## src/rtl/morse_pkg.sv

```systemverilog
// -----------------------------------------------------------------------------
// morse_pkg
// Definitions shared by the Morse digit encoder and decoder.
//   - dec_state_t    : decoder FSM states
//   - morse_to_digit : 5-element pattern (MSB first, 1 = dash) -> {valid, digit}
//   - timing constants, so both ends of the link derive from the same values
// No ports (package).
// -----------------------------------------------------------------------------
package morse_pkg;

    localparam int unsigned MORSE_CLK_FREQ = 100_000_000;

    // Encoder side: element lengths and gaps
    localparam int unsigned MORSE_DOT_CYCLES       = MORSE_CLK_FREQ;        // 1 s
    localparam int unsigned MORSE_DASH_CYCLES      = MORSE_CLK_FREQ * 3;    // 3 s
    localparam int unsigned MORSE_ELEM_GAP_CYCLES  = MORSE_CLK_FREQ / 2;    // 0.5 s
    localparam int unsigned MORSE_DIGIT_GAP_CYCLES = MORSE_CLK_FREQ * 10;   // 10 s

    // Decoder side: thresholds sit between the encoder values above
    localparam int unsigned MORSE_MIN_MARK_CYCLES   = 1_000_000;            // 10 ms
    localparam int unsigned MORSE_DASH_MIN_CYCLES   = MORSE_CLK_FREQ * 2;
    localparam int unsigned MORSE_LONG_MARK_CYCLES  = MORSE_CLK_FREQ * 6;
    localparam int unsigned MORSE_DEC_GAP_CYCLES    = MORSE_CLK_FREQ * 5;
    localparam int unsigned MORSE_DEBOUNCE_CYCLES   = 500_000;

    typedef enum logic [2:0] {
        StIdle,
        StMark,
        StSpace,
        StEmit,
        StAbort
    } dec_state_t;

    // Returns {valid, digit}; valid = 0 for patterns outside the digit table.
    function automatic logic [4:0] morse_to_digit(input logic [4:0] pattern);
        logic [4:0] result;
        case (pattern)
            5'b11111: result = {1'b1, 4'd0};
            5'b01111: result = {1'b1, 4'd1};
            5'b00111: result = {1'b1, 4'd2};
            5'b00011: result = {1'b1, 4'd3};
            5'b00001: result = {1'b1, 4'd4};
            5'b00000: result = {1'b1, 4'd5};
            5'b10000: result = {1'b1, 4'd6};
            5'b11000: result = {1'b1, 4'd7};
            5'b11100: result = {1'b1, 4'd8};
            5'b11110: result = {1'b1, 4'd9};
            default:  result = 5'b0_0000;
        endcase
        return result;
    endfunction

endpackage

```

## src/rtl/morse_key_conditioner.sv

```systemverilog
// -----------------------------------------------------------------------------
// morse_key_conditioner
// Brings the asynchronous key line into the clock domain, optionally debounces
// it, and produces single-cycle edge strobes.
// Optional debouncer: enabled by defining MORSE_DEC_DEBOUNCE_EN.
// Ports:
//   i_clk   system clock
//   i_rst   synchronous active-high reset
//   i_key   asynchronous key line (1 = mark)
//   o_ks    conditioned key level
//   o_rise  one-cycle strobe, o_ks went 0 -> 1
//   o_fall  one-cycle strobe, o_ks went 1 -> 0
// -----------------------------------------------------------------------------
module morse_key_conditioner #(
    parameter int unsigned DEBOUNCE_CYCLES = 500_000
) (
    input  logic i_clk,
    input  logic i_rst,
    input  logic i_key,
    output logic o_ks,
    output logic o_rise,
    output logic o_fall
);

`ifdef MORSE_DEC_DEBOUNCE_EN
    localparam bit LP_DB_EN = 1'b1;
`else
    localparam bit LP_DB_EN = 1'b0;
`endif

    logic [1:0] r_sync;
    logic       r_ks_prev;
    logic       w_ks;

    always_ff @(posedge i_clk) begin
        if (i_rst) begin
            r_sync <= 2'b00;
        end else begin
            r_sync <= {r_sync[0], i_key};
        end
    end

    if (LP_DB_EN && (DEBOUNCE_CYCLES > 0)) begin : g_db
        localparam logic [31:0] LP_DB_LAST = 32'(DEBOUNCE_CYCLES - 1);
        logic        r_db_ks;
        logic [31:0] r_db_cnt;

        // Counter runs only while the synchronized level differs from the
        // accepted one; any return to the old level restarts the qualification.
        always_ff @(posedge i_clk) begin
            if (i_rst) begin
                r_db_ks  <= 1'b0;
                r_db_cnt <= 32'd0;
            end else if (r_sync[1] == r_db_ks) begin
                r_db_cnt <= 32'd0;
            end else if (r_db_cnt >= LP_DB_LAST) begin
                r_db_ks  <= r_sync[1];
                r_db_cnt <= 32'd0;
            end else begin
                r_db_cnt <= r_db_cnt + 32'd1;
            end
        end
        assign w_ks = r_db_ks;
    end else begin : g_raw
        assign w_ks = r_sync[1];
    end

    always_ff @(posedge i_clk) begin
        if (i_rst) begin
            r_ks_prev <= 1'b0;
        end else begin
            r_ks_prev <= w_ks;
        end
    end

    assign o_ks   = w_ks;
    assign o_rise = w_ks & ~r_ks_prev;
    assign o_fall = ~w_ks & r_ks_prev;

endmodule

```

## src/rtl/morse_code_decoder.sv

```systemverilog
// -----------------------------------------------------------------------------
// morse_code_decoder
// Times marks and spaces on a key line, classifies marks as dot/dash and
// decodes each 5-element group into a decimal digit.
// Optional debouncer on the key line: define MORSE_DEC_DEBOUNCE_EN.
// Ports:
//   i_clk            system clock
//   i_rst            synchronous active-high reset
//   i_key_in         asynchronous key line (1 = mark)
//   o_digit_out      last decoded digit, held until the next valid decode
//   o_digit_valid    one-cycle pulse when o_digit_out is updated
//   o_error          one-cycle pulse for a rejected digit
//   o_busy           high whenever the FSM is not idle
//   o_element_count  elements received in the current digit (0-5)
// -----------------------------------------------------------------------------
module morse_code_decoder
    import morse_pkg::*;
#(
    parameter int unsigned CLK_FREQ         = MORSE_CLK_FREQ,
    parameter int unsigned MIN_MARK_CYCLES  = MORSE_MIN_MARK_CYCLES,
    parameter int unsigned DASH_MIN_CYCLES  = CLK_FREQ * 2,
    parameter int unsigned LONG_MARK_CYCLES = CLK_FREQ * 6,
    parameter int unsigned DIGIT_GAP_CYCLES = CLK_FREQ * 5,
    parameter int unsigned DEBOUNCE_CYCLES  = MORSE_DEBOUNCE_CYCLES
) (
    input  logic       i_clk,
    input  logic       i_rst,
    input  logic       i_key_in,
    output logic [3:0] o_digit_out,
    output logic       o_digit_valid,
    output logic       o_error,
    output logic       o_busy,
    output logic [2:0] o_element_count
);

    localparam logic [31:0] LP_MIN  = 32'(MIN_MARK_CYCLES);
    localparam logic [31:0] LP_DASH = 32'(DASH_MIN_CYCLES);
    localparam logic [31:0] LP_LONG = 32'(LONG_MARK_CYCLES);
    localparam logic [31:0] LP_GAP  = 32'(DIGIT_GAP_CYCLES);

    logic w_ks, w_rise, w_fall;

    morse_key_conditioner #(
        .DEBOUNCE_CYCLES (DEBOUNCE_CYCLES)
    ) u_cond (
        .i_clk  (i_clk),
        .i_rst  (i_rst),
        .i_key  (i_key_in),
        .o_ks   (w_ks),
        .o_rise (w_rise),
        .o_fall (w_fall)
    );

    dec_state_t  r_state, w_state_nxt;
    logic [31:0] r_timer, w_timer_nxt;
    logic [4:0]  r_pattern, w_pattern_nxt;
    logic [2:0]  r_count, w_count_nxt;
    logic [3:0]  r_digit, w_digit_nxt;
    logic        r_valid, w_valid_nxt;
    logic        r_error, w_error_nxt;
    logic        r_busy;
    logic [4:0]  w_decode;

    assign w_decode = morse_to_digit(r_pattern);

    // Pulses are registered on the transition that causes them, so
    // o_digit_valid/o_error are high during the EMIT (or first ABORT/IDLE) cycle.
    always_comb begin
        w_state_nxt   = r_state;
        w_timer_nxt   = r_timer;
        w_pattern_nxt = r_pattern;
        w_count_nxt   = r_count;
        w_digit_nxt   = r_digit;
        w_valid_nxt   = 1'b0;
        w_error_nxt   = 1'b0;

        unique case (r_state)
            StIdle: begin
                if (w_rise) begin
                    w_state_nxt = StMark;
                    w_timer_nxt = 32'd1;
                end
            end
            StMark: begin
                if (r_timer >= LP_LONG) begin
                    w_error_nxt = 1'b1;
                    w_state_nxt = StAbort;
                end else if (w_fall) begin
                    if (r_timer < LP_MIN) begin
                        // Glitch: drop it, resume the digit if one is in progress
                        w_state_nxt = (r_count != 3'd0) ? StSpace : StIdle;
                        w_timer_nxt = 32'd0;
                    end else if (r_count == 3'd5) begin
                        w_error_nxt = 1'b1;
                        w_state_nxt = StIdle;
                    end else begin
                        w_pattern_nxt = {r_pattern[3:0], (r_timer >= LP_DASH)};
                        w_count_nxt   = r_count + 3'd1;
                        w_state_nxt   = StSpace;
                        w_timer_nxt   = 32'd0;
                    end
                end else if (r_timer != 32'hFFFF_FFFF) begin
                    w_timer_nxt = r_timer + 32'd1;
                end
            end
            StSpace: begin
                if (r_timer >= LP_GAP) begin
                    w_state_nxt = StEmit;
                    if ((r_count == 3'd5) && w_decode[4]) begin
                        w_digit_nxt = w_decode[3:0];
                        w_valid_nxt = 1'b1;
                    end else begin
                        w_error_nxt = 1'b1;
                    end
                end else if (w_rise) begin
                    w_state_nxt = StMark;
                    w_timer_nxt = 32'd1;
                end else begin
                    w_timer_nxt = r_timer + 32'd1;
                end
            end
            StEmit: begin
                w_state_nxt = StIdle;
            end
            StAbort: begin
                if (!w_ks) begin
                    w_state_nxt = StIdle;
                end
            end
            default: begin
                w_state_nxt = StIdle;
            end
        endcase

        // IDLE always holds a clean slate
        if (w_state_nxt == StIdle) begin
            w_timer_nxt   = 32'd0;
            w_pattern_nxt = 5'd0;
            w_count_nxt   = 3'd0;
        end
    end

    always_ff @(posedge i_clk) begin
        if (i_rst) begin
            r_state   <= StIdle;
            r_timer   <= 32'd0;
            r_pattern <= 5'd0;
            r_count   <= 3'd0;
            r_digit   <= 4'd0;
            r_valid   <= 1'b0;
            r_error   <= 1'b0;
            r_busy    <= 1'b0;
        end else begin
            r_state   <= w_state_nxt;
            r_timer   <= w_timer_nxt;
            r_pattern <= w_pattern_nxt;
            r_count   <= w_count_nxt;
            r_digit   <= w_digit_nxt;
            r_valid   <= w_valid_nxt;
            r_error   <= w_error_nxt;
            r_busy    <= (w_state_nxt != StIdle);
        end
    end

    assign o_digit_out     = r_digit;
    assign o_digit_valid   = r_valid;
    assign o_error         = r_error;
    assign o_busy          = r_busy;
    assign o_element_count = r_count;

endmodule
```

## config.mk

```make
export PLATFORM = sky130hd
export DESIGN_NAME = morse_code_decoder
export DESIGN_NICKNAME = d
export VERILOG_FILES = /design/src/rtl/morse_pkg.sv /design/src/rtl/morse_key_conditioner.sv /design/src/rtl/morse_code_decoder.sv
export SDC_FILE = /design/constraint.sdc
export NUM_CORES = 1
export LEC_CHECK = 0
export ABC_AREA = 1
export BUFFER_PORTS_ARGS = -buffer_cell sky130_fd_sc_hd__buf_2
export CORE_MARGIN = 8
export CORE_UTILIZATION = 65
export CTS_BUF_LIST = sky130_fd_sc_hd__clkbuf_4
export DETAILED_ROUTE_END_ITERATION = 10
export MAX_ROUTING_LAYER = met4
export PLACE_DENSITY_LB_ADDON = 0.25
export SLEW_MARGIN = 30
export SYNTH_ARGS = -nofsm -noshare
export SYNTH_HDL_FRONTEND = slang
export SYNTH_SLANG_ARGS = --single-unit
export TNS_END_PERCENT = 30
```

## constraint.sdc

```tcl
create_clock -name i_clk -period 6.25 [get_ports i_clk]
set_input_delay 1.25 -clock i_clk [delete_from_list [all_inputs] [get_ports i_clk]]
set_output_delay 1.25 -clock i_clk [all_outputs]
set_load 0.005 [all_outputs]
```

; ---- After elaboration in Yosys (flattened, before gate mapping)
; Memories as Yosys holds them, arrays and structs flattened. A register that Yosys moved wholly into a read port is not among the register bits.
; Cells that the tools add are included.
[totals]
reg_bits = 53
romBits = 160
in_bits = 3
out_inout_bits = 10
elab_cells = 75
mem_count = 1
[mem_list]
columns = memory, words, word_bits, read_ports, rd_clocked_by_memory_dff, write_ports, line_no
row1 = (name not given), 32, 5, 1, 1, 0, morse_pkg.sv:37  ; case (pattern)
[op_classes]
n_addsub = 2
n_lt_le_gt_ge = 4
eq_ne = 10
muxes = 28
n_bitwise = 9
n_reduce_logical = 11
[ops]
columns = operator, count
row1 = two-way mux 32 bit, 8
row2 = case mux 32 bit (3 select lines), 1
row3 = adder 32 x 1 -> 32 bit (second input constant), 1
row4 = greater-or-equal comparator 32 x 28 -> 1 bit (second input constant), 1
row5 = greater-or-equal comparator 32 x 29 -> 1 bit (second input constant), 1
row6 = greater-or-equal comparator 32 x 30 -> 1 bit (second input constant), 1
row7 = < comparator 32 x 20 -> 1 bit (second input constant), 1
row8 = != test 32 bit (second input constant), 1
row9 = two-way mux 3 bit, 5
row10 = case mux 3 bit (4 select lines), 1
row11 = two-way mux 5 bit, 2
row12 = nonzero test 3 bit, 3
row13 = two-way mux 1 bit, 7
row14 = NOT 1 bit, 7
row15 = == test 3 bit (second input constant), 2
row16 = logical NOT 3 bit, 2
row17 = two-way mux 2 bit, 3
row18 = AND reduction 6 bit, 1
row19 = AND reduction 5 bit, 1
row20 = != test 2 bit (second input constant), 2
row21 = != test 4 bit (second input constant), 1
row22 = adder 3 x 1 -> 3 bit (second input constant), 1
row23 = == test 3 x 1 -> 1 bit (second input constant), 1
row24 = == test 3 x 2 -> 1 bit (second input constant), 1
row25 = other kinds (8), 9

; ---- Longest topological paths before layout
[depth]
depth_word = 9
mapped_depth = 24
depth_no_buf = 23

; ---- Modules after synthesis
; From an unflattened synthesis, not the netlist that was laid out.
[unflattened]
hier_cells = 631
hier_area_um2 = 3978.8
[modules_own_cells]
columns = module, n_inst, cells_per_inst, area_each_um2, seq_area_each_um2
row1 = morse_code_decoder, 1, 619, 3885.0, 1101.1
row2 = morse_key_conditioner, 1, 12, 93.8, 60.1

; ---- Worst setup path after synthesis
; OpenSTA, ideal clock, no wires.
[synth_path]
path_type = input to register
start = input i_rst
end = register, netlist name w_decode[4]
setup_time_ps = 114
arrival_ps = 2669
required_ps = 6136
slack_ps = 3467
cell_stages = 14
path_buffers = 2
cell_sequence = clkbuf_1 -> inv_1 -> nand2_1 -> nand2_2 -> buf_6 -> nand2_1 -> inv_1 -> ha_1 -> nand3_1 -> nor2_1 -> nand3_1 -> nand2_1 -> nor2_1 -> nand2_1
[synth_via]
elab_chain_len = 2
[synth_rtl]
columns = item, line_no
row1 = start: declaration, morse_code_decoder.sv:27  ; input logic i_rst,
row2 = OR reduction 2 bit (no line), --
row3 = two-way mux 5 bit (no line), --
; Every way passes these cells.
; A chain may end at the register's enable or synchronous reset.

; ---- Final worst setup path
[layout_path]
start = register r_state[2]
end = register, netlist name w_decode[4]
[layout_via]
elab_chain_len = 6
elab_cells_between_ends = 15
cone_classes = 3 x eq/ne / 8 x mux / 4 x reduce/logical
[layout_rtl]
columns = item, line_no
row1 = start: declaration, morse_code_decoder.sv:54  ; dec_state_t r_state, w_state_nxt;
row2 = start signal: assignment, morse_code_decoder.sv:145  ; r_state <= StIdle;
row3 = start signal: assignment, morse_code_decoder.sv:154  ; r_state <= w_state_nxt;
row4 = two-way mux 3 bit (on tied branches), "morse_code_decoder.sv:79, morse_code_decoder.sv:115, morse_code_decoder.sv:88"
row5 = two-way mux 3 bit (on tied branches), "morse_code_decoder.sv:107, morse_code_decoder.sv:85"
row6 = case mux 3 bit (4 select lines), morse_code_decoder.sv:77  ; unique case (r_state)
row7 = logical NOT 3 bit, morse_code_decoder.sv:136  ; if (w_state_nxt == StIdle) begin
row8 = OR reduction 2 bit (no line), --
row9 = two-way mux 5 bit (no line) (*), --
; Mark *: on every way between the ends. The rest lies on a longest branch, timed or not.

==> summary.txt <==
Global routing
  – Global route overflow: 0
  – Largest net degree at the start of global routing: 56
  – All-Layer GR Usage: 26.05%
  – Initial antenna violation count: 0
  – Vias in the first global route: 3988
  – First-pass GRT wire length: 18400 µm

Clock network
  – Post-CTS Setup Bufs: 0
  – CTS buffer count: 9
  – Root Driver: clkbuf_4
  – Clock slew at reported path FFs: 0.11 ns
  – Clock Tree Buf Depth: 2
  – H-tree levels: 3
  – Hold_buf cts: 0
  – CTS tree: done
  – Post_cts resized: 0
  – Skew-Pair Late Insertion Delay: 0.40 ns
  – # clock sinks: 58

Placed design
  – Dpl cell area: 4225 µm²
  – DP HPWL: 8245 µm
  – GP Congestion: 0.9840
  – Port Buffers: 12

Floorplanning
  – DIE AREA: 9270 µm²
  – Boundary Pins: 13
  – DIE HEIGHT: 96.28 µm
  – Initial core utilization: 66.73%
  – Core region area: 6277 µm²
  – Row count: 29
  – Die width: 96.28 µm

Detailed routing
  – DR iter-0 viols: 378
  – DRC viols: 0
  – Final WL: 11070 µm
  – Detailed-router iteration count before antenna repair: 5
  – Via Count: 4363
  – Post-DR vias/cell: 5.516
  – Final ANT Viol Nets: 0
  – DR WL/cell: 13.99 µm

Power and ir drop
  – Sw Pwr: 0.1804 mW
  – Lkg Pwr: 2.182 nW
  – Clock network fraction of total power: 39.9%
  – Combinational power share: 5.2%
  – Pint: 0.4979 mW
  – Switch share: 26.60%
  – Max rail drop VDD: 140.4 µV
  – PwrDens: 155.3 nW/µm²
  – Sequential Power Share: 54.9%

Finish
  – Nets: 720
  – Share of cells above drive strength 1: 8.964%
  – Synth-to-layout area growth: 4.271%
  – Antenna cell count: 0
  – Core Util, Final: 69.58%
  – Final Cell Area: 4368 µm²

STA
  – Crit path time final: 3.561 ns
  – Final Max Tran Viols: 0
  – Final hold slack: 0.4186 ns
  – Max transition margin: 43.12%
  – Max Clk Rate: 280.8 MHz
  – Finish-stage setup viols: 0
  – Hold Vio Cnt, Final: 0
  – Slew @ Worst Pin: 0.8502 ns
  – Setup TNS: 0 ns
  – RSZ-0062 raised after global routing: no
  – Skew final: 0.01843 ns
  – Fin crit share: 56.97%

Critical path
  – R2R setup slack: 2.69 ns
  – Crit path DAT: 3.87 ns
  – Crit path max fanout: 44
  – CP Class: flop to flop
  – CP Data Required Time: 6.56 ns
  – Worst setup SP type: flop
  – Worst Setup End Kind: flop

Min path
  – Min-Delay Path Class: flop to flop

Synthesis
  – Synth Register Bits: 58
  – Post-synthesis mux area share: 0%
  – Syn nets: 715
  – Cell area after synthesis: 4189 µm²
  – Compound-Gate Fraction of Synth Area: 9.737%
  – Main combinational cell family by area after synthesis: simple AND/OR/NAND/NOR gates
  – Synth Area in Simple Gates: 41.52%
  – Avg Cell Area, Syn: 5.950 µm²
  – EDFF count, synth: 0
  – Post-synthesis sequential area ratio: 27.72%
  – Share of synthesized registers carrying an async set or reset: 0%
  – Most used DFF post-synth: dfxtp_1
  – Yosys warnings: 0
  – Post-Synth XOR/XNOR Area: 5.018%
  – Post-Syn Instances: 704
  – Adder-cell share of the synthesized area: 2.389%
  – Netlist cell types: 35

Run status
  – Status: finished clean

Run
  – Max cap viols: 0
==> state kept, by name, indices dropped and copies added, names as in the netlist <==
| signal | count |
|---|---|
| o_busy | 1 |
| o_digit_out | 4 |
| o_digit_valid | 1 |
| o_element_count | 3 |
| o_error | 1 |
| r_pattern | 5 |
| r_state | 3 |
| r_timer | 32 |
| u_cond.r_ks_prev | 1 |
| u_cond.r_sync | 2 |
| w_decode | 5 |
==> cell type report <==
cell class | count | area (µm²)
Fill cell | 599 | 1909
Tap cell | 77 | 96.34
Clock buffer | 9 | 67.56
Inverter | 116 | 435.4
Sequential cell | 58 | 1161
Clock inverter | 7 | 70.07
Timing Repair Buffer | 14 | 75.07
Multi-Input combinational cell | 510 | 2462
==> cells in the final DEF, fill, tap and decap left out, types with 12 or more instances in the layout <==
cell type	instances
buf_2	12
dfxtp_1	58
inv_1	96
inv_2	18
nand2_1	228
nand3_1	46
nor2_1	91
nor3_1	19
o21ai_0	12
o21ai_1	26
xor2_1	23
==> power by group through the flow <==
stage	sequential, mW	clock [mW]	combinational, mW
after detailed placement	0.381	0	0.0348
after CTS	0.372	0.276	0.0349
after global routing	0.372	0.294	0.0392
final	0.372	0.271	0.0352
after floorplan	0.380	0	0.0328
after global placement	0.381	0	0.0343
==> metrics by stage <==
step	cells	setup slack (ns)	total power, mW
4_1_cts	791	2.648	0.6829
3_3_place_gp	775	2.873	0.4149
3_5_place_dp	775	2.675	0.4154
6_report	791	2.689	0.6783
2_1_floorplan	704	3.467	0.4132
5_1_grt	791	2.413	0.7053
==> path summary, 6_finish.rpt <==
path,start,end,cells after the start
worst max-delay path,r_state[2],w_decode[4],16
worst min-delay path,u_cond.r_sync[0],u_cond.r_sync[1],2
worst max register to register,r_state[2],w_decode[4],16
worst min register to register,u_cond.r_sync[0],u_cond.r_sync[1],2
==> critical path, stage by stage (launching register included) <==
cell     delay (ns)
dfxtp_1        0.43
nor2_4         0.08
nand2_1        0.52
inv_1          0.36
a21oi_1        0.28
nand3_1        0.10
nand2_1        0.10
nand2_2        0.49
nand2_1        0.31
inv_1          0.09
ha_1           0.22
nand3_1        0.09
nor2_1         0.04
nand3_1        0.10
nand2_1        0.08
nor2_1         0.10
nand2_1        0.05
==> Yosys cell counts, types with 9 or more instances <==
cell,count,area [µm²]
inv_2,18,67.56
inv_1,96,360.4
a21oi_1,9,45.04
nor2_1,91,341.6
dfxtp_1,58,1161
xor2_1,23,201.4
o21ai_0,12,60.06
o31ai_1,11,82.58
nor3_1,19,95.09
nand2_1,228,855.8
o21ai_1,26,130.1
nand3_1,46,230.2
==> kinds of logic after synthesis <==
kind of cell	Yosys count
buffers and inverters	136
adders and majority gates	8
DFF	58
and+or+nand+nor	412
AOI/OAI and AO/OA	66
xor gates and xnor gates	24
==> metal layers <==
layer	vias up	track usage [%]	share of wire (%)
met5	-	-	0
met4	0	10.24	2.1
met3	25	4.446	8.7
met2	208	38.14	43
met1	1942	34.66	47
li1	2188	-	-
Note: power is estimated with default switching activity, not from simulation.
